File: src/rtl/if_id_frontend.sv
// Fetch stage and IF/ID pipeline register for the 5-stage MIPS pipeline.
// Holds the PC, captures fetched words into IF/ID, redirects fetch on taken
// branches and jumps, and stalls on load-use hazards against the ID/EX load.
module if_id_frontend #(
    parameter logic [31:0] PC_RESET = 32'h0000_0000,
    parameter int unsigned CNT_W    = 16
) (
    input  logic             clk,
    input  logic             rst_n,
    // Instruction memory (combinational read)
    output logic [31:0]      imem_addr,
    input  logic [31:0]      imem_rdata,
    input  logic             imem_ready,
    // Redirect from the decode control unit
    input  logic [1:0]       pc_src,
    // Load in ID/EX, for hazard detection
    input  logic             ex_mem_read,
    input  logic [4:0]       ex_rt,
    // IF/ID fields towards decode
    output logic [5:0]       opcode,
    output logic [5:0]       func,
    output logic [4:0]       rs,
    output logic [4:0]       rt,
    output logic [4:0]       rd,
    output logic [15:0]      imm,
    output logic [31:0]      pc4,
    output logic             nop_out,
    output logic             stall,
    output logic [CNT_W-1:0] bubble_cnt
);

    localparam logic [1:0] PcSrcBranch = 2'd1;
    localparam logic [1:0] PcSrcJump   = 2'd2;

    localparam logic [CNT_W-1:0] CntMax = {CNT_W{1'b1}};
    localparam logic [CNT_W-1:0] CntOne = CNT_W'(1);

    // Architectural state
    logic [31:0]      pc_q, pc_d;
    logic [31:0]      instr_q, instr_d;
    logic [31:0]      pc4_q, pc4_d;
    logic             valid_q, valid_d;
    logic [CNT_W-1:0] cnt_q, cnt_d;

    // Derived values
    logic [31:0] pc_plus4;
    logic [31:0] branch_target;
    logic [31:0] jump_target;
    logic        rs_hit;
    logic        rt_hit;

    // IF/ID fields are straight slices of the pipeline register
    assign imem_addr  = pc_q;
    assign opcode     = instr_q[31:26];
    assign rs         = instr_q[25:21];
    assign rt         = instr_q[20:16];
    assign rd         = instr_q[15:11];
    assign imm        = instr_q[15:0];
    assign func       = instr_q[5:0];
    assign pc4        = pc4_q;
    assign bubble_cnt = cnt_q;

    assign pc_plus4      = pc_q + 32'd4;
    assign branch_target = pc4_q + {{14{instr_q[15]}}, instr_q[15:0], 2'b00};
    assign jump_target   = {pc4_q[31:28], instr_q[25:0], 2'b00};

    // rt is compared for every opcode; a false hit only costs one cycle
    assign rs_hit  = (ex_rt == instr_q[25:21]);
    assign rt_hit  = (ex_rt == instr_q[20:16]);
    assign stall   = valid_q & ex_mem_read & (ex_rt != 5'd0) & (rs_hit | rt_hit);
    assign nop_out = ~valid_q | stall;

    // Next PC and IF/ID contents; a stall freezes both and outranks any redirect
    always_comb begin
        pc_d    = pc_q;
        instr_d = instr_q;
        pc4_d   = pc4_q;
        valid_d = valid_q;
        if (!stall) begin
            if (pc_src == PcSrcBranch) begin
                pc_d    = branch_target;
                instr_d = '0;
                pc4_d   = '0;
                valid_d = 1'b0;
            end else if (pc_src == PcSrcJump) begin
                pc_d    = jump_target;
                instr_d = '0;
                pc4_d   = '0;
                valid_d = 1'b0;
            end else if (!imem_ready) begin
                // Hold the PC and retry; the bubble keeps all fields at zero
                instr_d = '0;
                pc4_d   = '0;
                valid_d = 1'b0;
            end else begin
                pc_d    = pc_plus4;
                instr_d = imem_rdata;
                pc4_d   = pc_plus4;
                valid_d = 1'b1;
            end
        end
    end

    // Saturating count of cycles in which decode sees a squashed slot
    always_comb begin
        cnt_d = cnt_q;
        if (nop_out && (cnt_q != CntMax)) begin
            cnt_d = cnt_q + CntOne;
        end
    end

    // State registers, asynchronously cleared
    always_ff @(posedge clk or negedge rst_n) begin
        if (!rst_n) begin
            pc_q    <= PC_RESET;
            instr_q <= '0;
            pc4_q   <= '0;
            valid_q <= 1'b0;
            cnt_q   <= '0;
        end else begin
            pc_q    <= pc_d;
            instr_q <= instr_d;
            pc4_q   <= pc4_d;
            valid_q <= valid_d;
            cnt_q   <= cnt_d;
        end
    end

endmodule

File: config.mk
export PLATFORM = sky130hd
export DESIGN_NAME = if_id_frontend
export DESIGN_NICKNAME = d
export VERILOG_FILES = /design/src/rtl/if_id_frontend.sv
export SDC_FILE = /design/constraint.sdc
export NUM_CORES = 1
export LEC_CHECK = 0
export CORE_MARGIN = 2
export CORE_UTILIZATION = 41
export CTS_BUF_LIST = sky130_fd_sc_hd__clkbuf_2
export CTS_CLUSTER_SIZE = 10
export DETAILED_ROUTE_END_ITERATION = 8
export PLACE_DENSITY_LB_ADDON = 0.2
export SLEW_MARGIN = 5
export SYNTH_ARGS = -nofsm -noshare
export SYNTH_HDL_FRONTEND = slang
export SYNTH_SLANG_ARGS = --single-unit
File: constraint.sdc
create_clock -name clk -period 3.1 [get_ports clk]
set_input_delay 0.465 -clock clk [delete_from_list [all_inputs] [get_ports clk]]
set_output_delay 0.465 -clock clk [all_outputs]
set_load 0.03 [all_outputs]
Yosys cells after proc, flatten, opt, wreduce, memory -nomap -nowiden

Index checks and enable logic that the tools add are counted.

$add $sub $neg: 3
Equal/unequal tests: 5
Multiplexer cells: 12
Bitwise gates (word level): 7
Reductions and logical operators: 4

Operators by type and width:

| kind                                                             | count |
|---|---|
| 32-bit 2-to-1 mux                                                | 9 |
| 32-bit by 3-bit adder with 32-bit output (second input constant) | 1 |
| 32-bit adder                                                     | 1 |
| 16-bit by 1-bit adder with 16-bit output (second input constant) | 1 |
| 16-bit inequality test (second input constant)                   | 1 |
| 5-bit == test                                                    | 2 |
| 5-bit nonzero test                                               | 1 |
| 1-bit bitwise AND                                                | 3 |
| 1-bit 2-to-1 mux                                                 | 3 |
| 3-bit nonzero test                                               | 1 |
| 2-bit by 1-bit == test with 1-bit output (second input constant) | 1 |
| 2-bit == test (second input constant)                            | 1 |
| 1-bit NOT                                                        | 2 |
| 1-bit bitwise OR                                                 | 2 |
| 2-bit AND reduction                                              | 1 |
| 1-bit logical AND                                                | 1 |

Register bits: 113
Bits of input ports: 43
Output and inout bits: 125
Logic and storage cells: 36

Depth between registers and ports, before layout

Depth in word-level cells: 5
Depth in mapped cells: 11
Mapped depth without buffers: 11

Worst setup path before layout

No wires, ideal clock.

Path kind: reg-to-reg
Start point: reg instr_q[15]
End point: reg pc_q[31], in the netlist imem_addr[31]
Setup time: 0.127 ns
Arrival: 2.686 ns
Required time: 2.973 ns
Slack: 0.287 ns
Stages on the path, launching flop included: 11
Buffers on the path: 1
Clock period less this slack: 2.813 ns
Cell sequence: dfrtp_1 ha_1 clkbuf_1 a21oi_1 o21ai_0 a21oi_1 o21ai_0 a221o_1 o41ai_1 xnor2_1 o21ai_1

Cells in the longest elaborated chain, start to end: 2

RTL lines:

| element                | RTL line | RTL |
|---|---|---|
| from (decl)            | 40       | `logic [31:0] instr_q, instr_d;` |
| from (signal assigned) | 122      | `instr_q <= instr_d;` |
| 32-bit adder           | 64       | `assign branch_target = pc4_q + {{14{instr_q[15]}}, instr_q[15:0], 2'b00};` |
| 32-bit 2-to-1 mux      | 80       | `if (pc_src == PcSrcBranch) begin` |
| to (signal assigned)   | 121      | `pc_q <= pc_d;` |
| to (decl)              | 39       | `logic [31:0] pc_q, pc_d;` |

No other way between the ends.
A chain may end at the register's enable or synchronous reset.

Worst setup path in the final report

Start point: reg instr_q[23]
End point: out nop_out

Cells in the longest elaborated chain, start to end: 4

RTL lines:

| element           | RTL line | RTL |
|---|---|---|
| 5-bit == test     | 68       | `assign rs_hit = (ex_rt == instr_q[25:21]);` |
| 1-bit bitwise OR  | 70       | `assign stall = valid_q & ex_mem_read & (ex_rt != 5'd0) & (rs_hit \| rt_hit);` |
| 1-bit bitwise AND | 70       |  |
| 1-bit bitwise OR  | 71       | `assign nop_out = ~valid_q \| stall;` |
| to (decl)         | 27       | `output logic nop_out,` |

No other way between the ends.

==> results.yml <==
clock_network:
  clk_pin_slew_ns: 0.21
  clockBufferDepth: 2
  insertion_delay_ns: 0.72
  numCtsBuffers: 17
  cts_tree: "yes"
  cts.htree.levels: 4
  cts.sinks: 113
  cts-root-buf: "clkbuf_2"
worst_hold_path:
  hp-class: "in2async"
die:
  ios: 168
  fp.dieH_um: 137
  dieArea_um2: 18900
  die_x_um: 137
  core_area_um2: 17400
  initial_utilization_pct: 42.0
  rows: 48
setup_path:
  r2r_setup_slack_ns: 0.19
  cp-startpoint: "instr_q[23]$_DFFE_PN0N_"
  worstSetupStartpointType: "flip-flop"
  r2r_cells: 11
  worstPathRequired_ns: 2.63
  crit_type: "reg2out"
  endpoint_kind: "output port"
  cp_max_fo: 8
  crit_arrival_ns: 2.46
  crit_path_frequent_cell: "buf_6"
  crit_family: "flip-flops"
  reg2reg_from: "pc4[2]$_DFFE_PN0N_"
  cpPeakStageDelay_ns: 0.49
  crit_buf_inv: 2
  crit_chain: "xor2_1 > nor3_1 > nand3_1 > a21oi_4 > buf_6 > nand2b_4 > buf_6"
  r2r-end: "imem_addr[26]$_DFFE_PN0P_"
  slowest_stage: "dfrtp_2"
yosys:
  synth_nets: 947
  netlist_area_um2: 7300
  ys_seq_area_share_pct: 38.8
  synthCells: 870
  yosys-top-cells-area: "dfrtp_1 (39%), nand2_1 (8.9%), o21ai_0 (7.3%), ha_1 (5.7%), xnor2_1 (5.4%)"
  syn_area_per_cell_um2: 8.39
  yosysWarnings: 0
  synth_top_area_share_pct: 38.8
  synth_edf_count: 0
  synthFlopType: "dfrtp_1"
  synth-seq-cells: 113
  yosysTopAreaCell: "dfrtp_1"
  async_reset_ff_share_pct: 100
  synth.distinct_cells: 71
sta:
  finalSetupViolCount: 0
  fin_crit_sh_pct: 94.3
  finClkSkew_ns: 0.0285
  timing.final.crit_period_ns: 2.92
  final_hold_viol_count: 0
  holdWs_ns: 0.238
  worst_slew_pin_slew_ns: 0.581
  slew-limit-headroom_pct: 61.2
  maxSlewViolCount: 0
  rsz0062_at_grt: "no"
  fmax_mhz: 342
drt:
  drcViolationCount: 0
  via_count: 6922
  drtPass1Iterations: 6
  vias_per_cell: 5.44
  antenna_left: 0
  drtIter0Drc: 452
  routed_wl_um: 22100
  routedWlPerCell_um: 17.3
cells_and_area:
  ff_latch_area_um2: 2830
  multi_input_area_um2: 4160
  syn_to_final_growth_pct: 31.7
  layout.nets: 1111
  postLayoutCellArea_um2: 9610
  n_fill_cell: 1645
  fin_util_pct: 55.3
  drive_gt1_share_pct: 9.26
grt:
  grt_antenna_before_repair: 1
  grt_max_degree: 49
  grt_pass1_wl_um: 35100
  grt_use_total_pct: 24.1
  grt_pass1_vias: 6570
  overflow: 0
status:
  status: "finished, final reports clean"
place:
  hpwl_um: 15900
  portBuffers: 167
  place.gp.congestion: 0.953
  placed_area_um2: 9220
power_and_ir_drop:
  power.density_nw_per_um2: 483
  finalPower_mw: 4.64
  p_leak_nw: 4.09
  ir_drop_mv: 0.404
run:
  max_cap_violations: 0
## worst max-delay path by stage
stage	end	slack [ns]	depth (start not counted)
floorplan	imem_addr[31]$_DFFE_PN0P_	0.29	10
global placement	imem_addr[29]$_DFFE_PN0P_	0.18	8
detailed placement	imem_addr[29]$_DFFE_PN0P_	0.16	8
CTS	nop_out	-0.04	7
global route	nop_out	0.007	7
finish	nop_out	0.18	7
## cells in the mapped netlist (2+ instances only)
cell type  count
a2111oi_0      2
a211oi_1      17
a211oi_2       2
a21o_1        12
a21oi_1       49
a22o_1         2
a22oi_1        5
a31o_2         3
a31oi_1        6
a32oi_1        2
and2_1         3
and3_1         9
and4_1         2
buf_1          2
buf_2          2
buf_4         11
buf_6          2
clkbuf_1      43
dfrtp_1      113
ha_1          33
inv_1         13
mux2i_1        8
nand2_1      173
nand2b_1       7
nand3_1       27
nand3_2        2
nand4_1       12
nor2_1        54
nor2b_1        7
nor3_1         6
nor3b_1        3
o211ai_1       4
o21a_1         2
o21ai_0      106
o21ai_1        4
o21bai_1       4
o31ai_1       10
or4_1          2
xnor2_1       45
xor2_1        30
## cell type report
| type | instances | share of cell area [%] |
|---|---|---|
| well taps | 225 | 2.93 |
| diodes | 1 | 0.0260 |
| clock inverters | 15 | 1.65 |
| multi-input cells | 684 | 43.3 |
| repair buffers | 205 | 21.2 |
| flip-flops and latches | 113 | 29.5 |
| clock buffers | 17 | 0.886 |
| inverters | 13 | 0.508 |
## kinds of logic (layout without fill, tap and decap cells)
| kind of cell | count (synthesis) | in the layout | synth area share [%] |
|---|---|---|---|
| compound gates | 245 | 245 | 20.4 |
| mux | 9 | 9 | 1.25 |
| fa+ha+maj | 34 | 34 | 5.93 |
| xor+xnor | 75 | 75 | 9.00 |
| simple gates | 321 | 321 | 20.1 |
| flops | 113 | 113 | 38.8 |
| buf+inv | 73 | 250 | 4.56 |
| other cells | 0 | 1 | 0 |
## state kept, by name, summed over array words and instances, names as in the netlist
register,count
bubble_cnt,16
imem_addr,32
instr_q,32
pc4,32
valid_q,1
## per-layer routing
metal  vias to the layer above  part of all wire (%)  GRT usage (%)
met2                       231                    43           36.0
li1                       3381                     -              -
met5                         -                     0              0
met3                        24                   6.9           6.40
met4                         0                   1.2           6.01
met1                      3286                    49           34.8
## stage by stage
step	instances	TNS [ns]	setup WS [ns]
6_report	1273	0	0.177
5_1_grt	1273	0	0.00715
4_1_cts	1265	-0.0382	-0.0382
3_5_place_dp	1231	0	0.156
3_3_place_gp	1231	0	0.183
2_1_floorplan	870	0	0.287
## cells in the final DEF, fill, tap and decap left out, types with 5 or more instances in the layout
master,count
o21ai_0,106
nor3_1,6
nand2b_1,6
nand2_1,173
ha_1,32
clkdlybuf4s50_1,164
a21o_1,12
xor2_1,30
buf_4,33
xnor2_1,45
nor2b_1,7
clkbuf_2,17
a21oi_1,48
dfrtp_1,109
mux2i_1,8
a22oi_1,5
and3_1,9
inv_1,13
nand3_1,27
nand4_1,12
a211oi_1,17
o31ai_1,10
a31oi_1,6
nor2_1,54
## power breakdown
part           total (mW)  switching, mW  internal, mW  leakage [nW]
combinational        1.66          0.946         0.709          2.46
sequential           1.94          0.283          1.66          1.49
clock                1.05          0.667         0.379         0.143
total                4.64           1.90          2.75          4.09
## timing repair
action | CTS | global route
hold buffers | 1 | 0
setup buffers | 0 | 6
endpoints found under the setup margin | 1 | 3
pin swaps | 0 | 1
cloned | 1 | 1
gates resized for setup | 0 | 8
hold endpoints to repair | 38 | 0
Power figures use the tool's default switching activity.
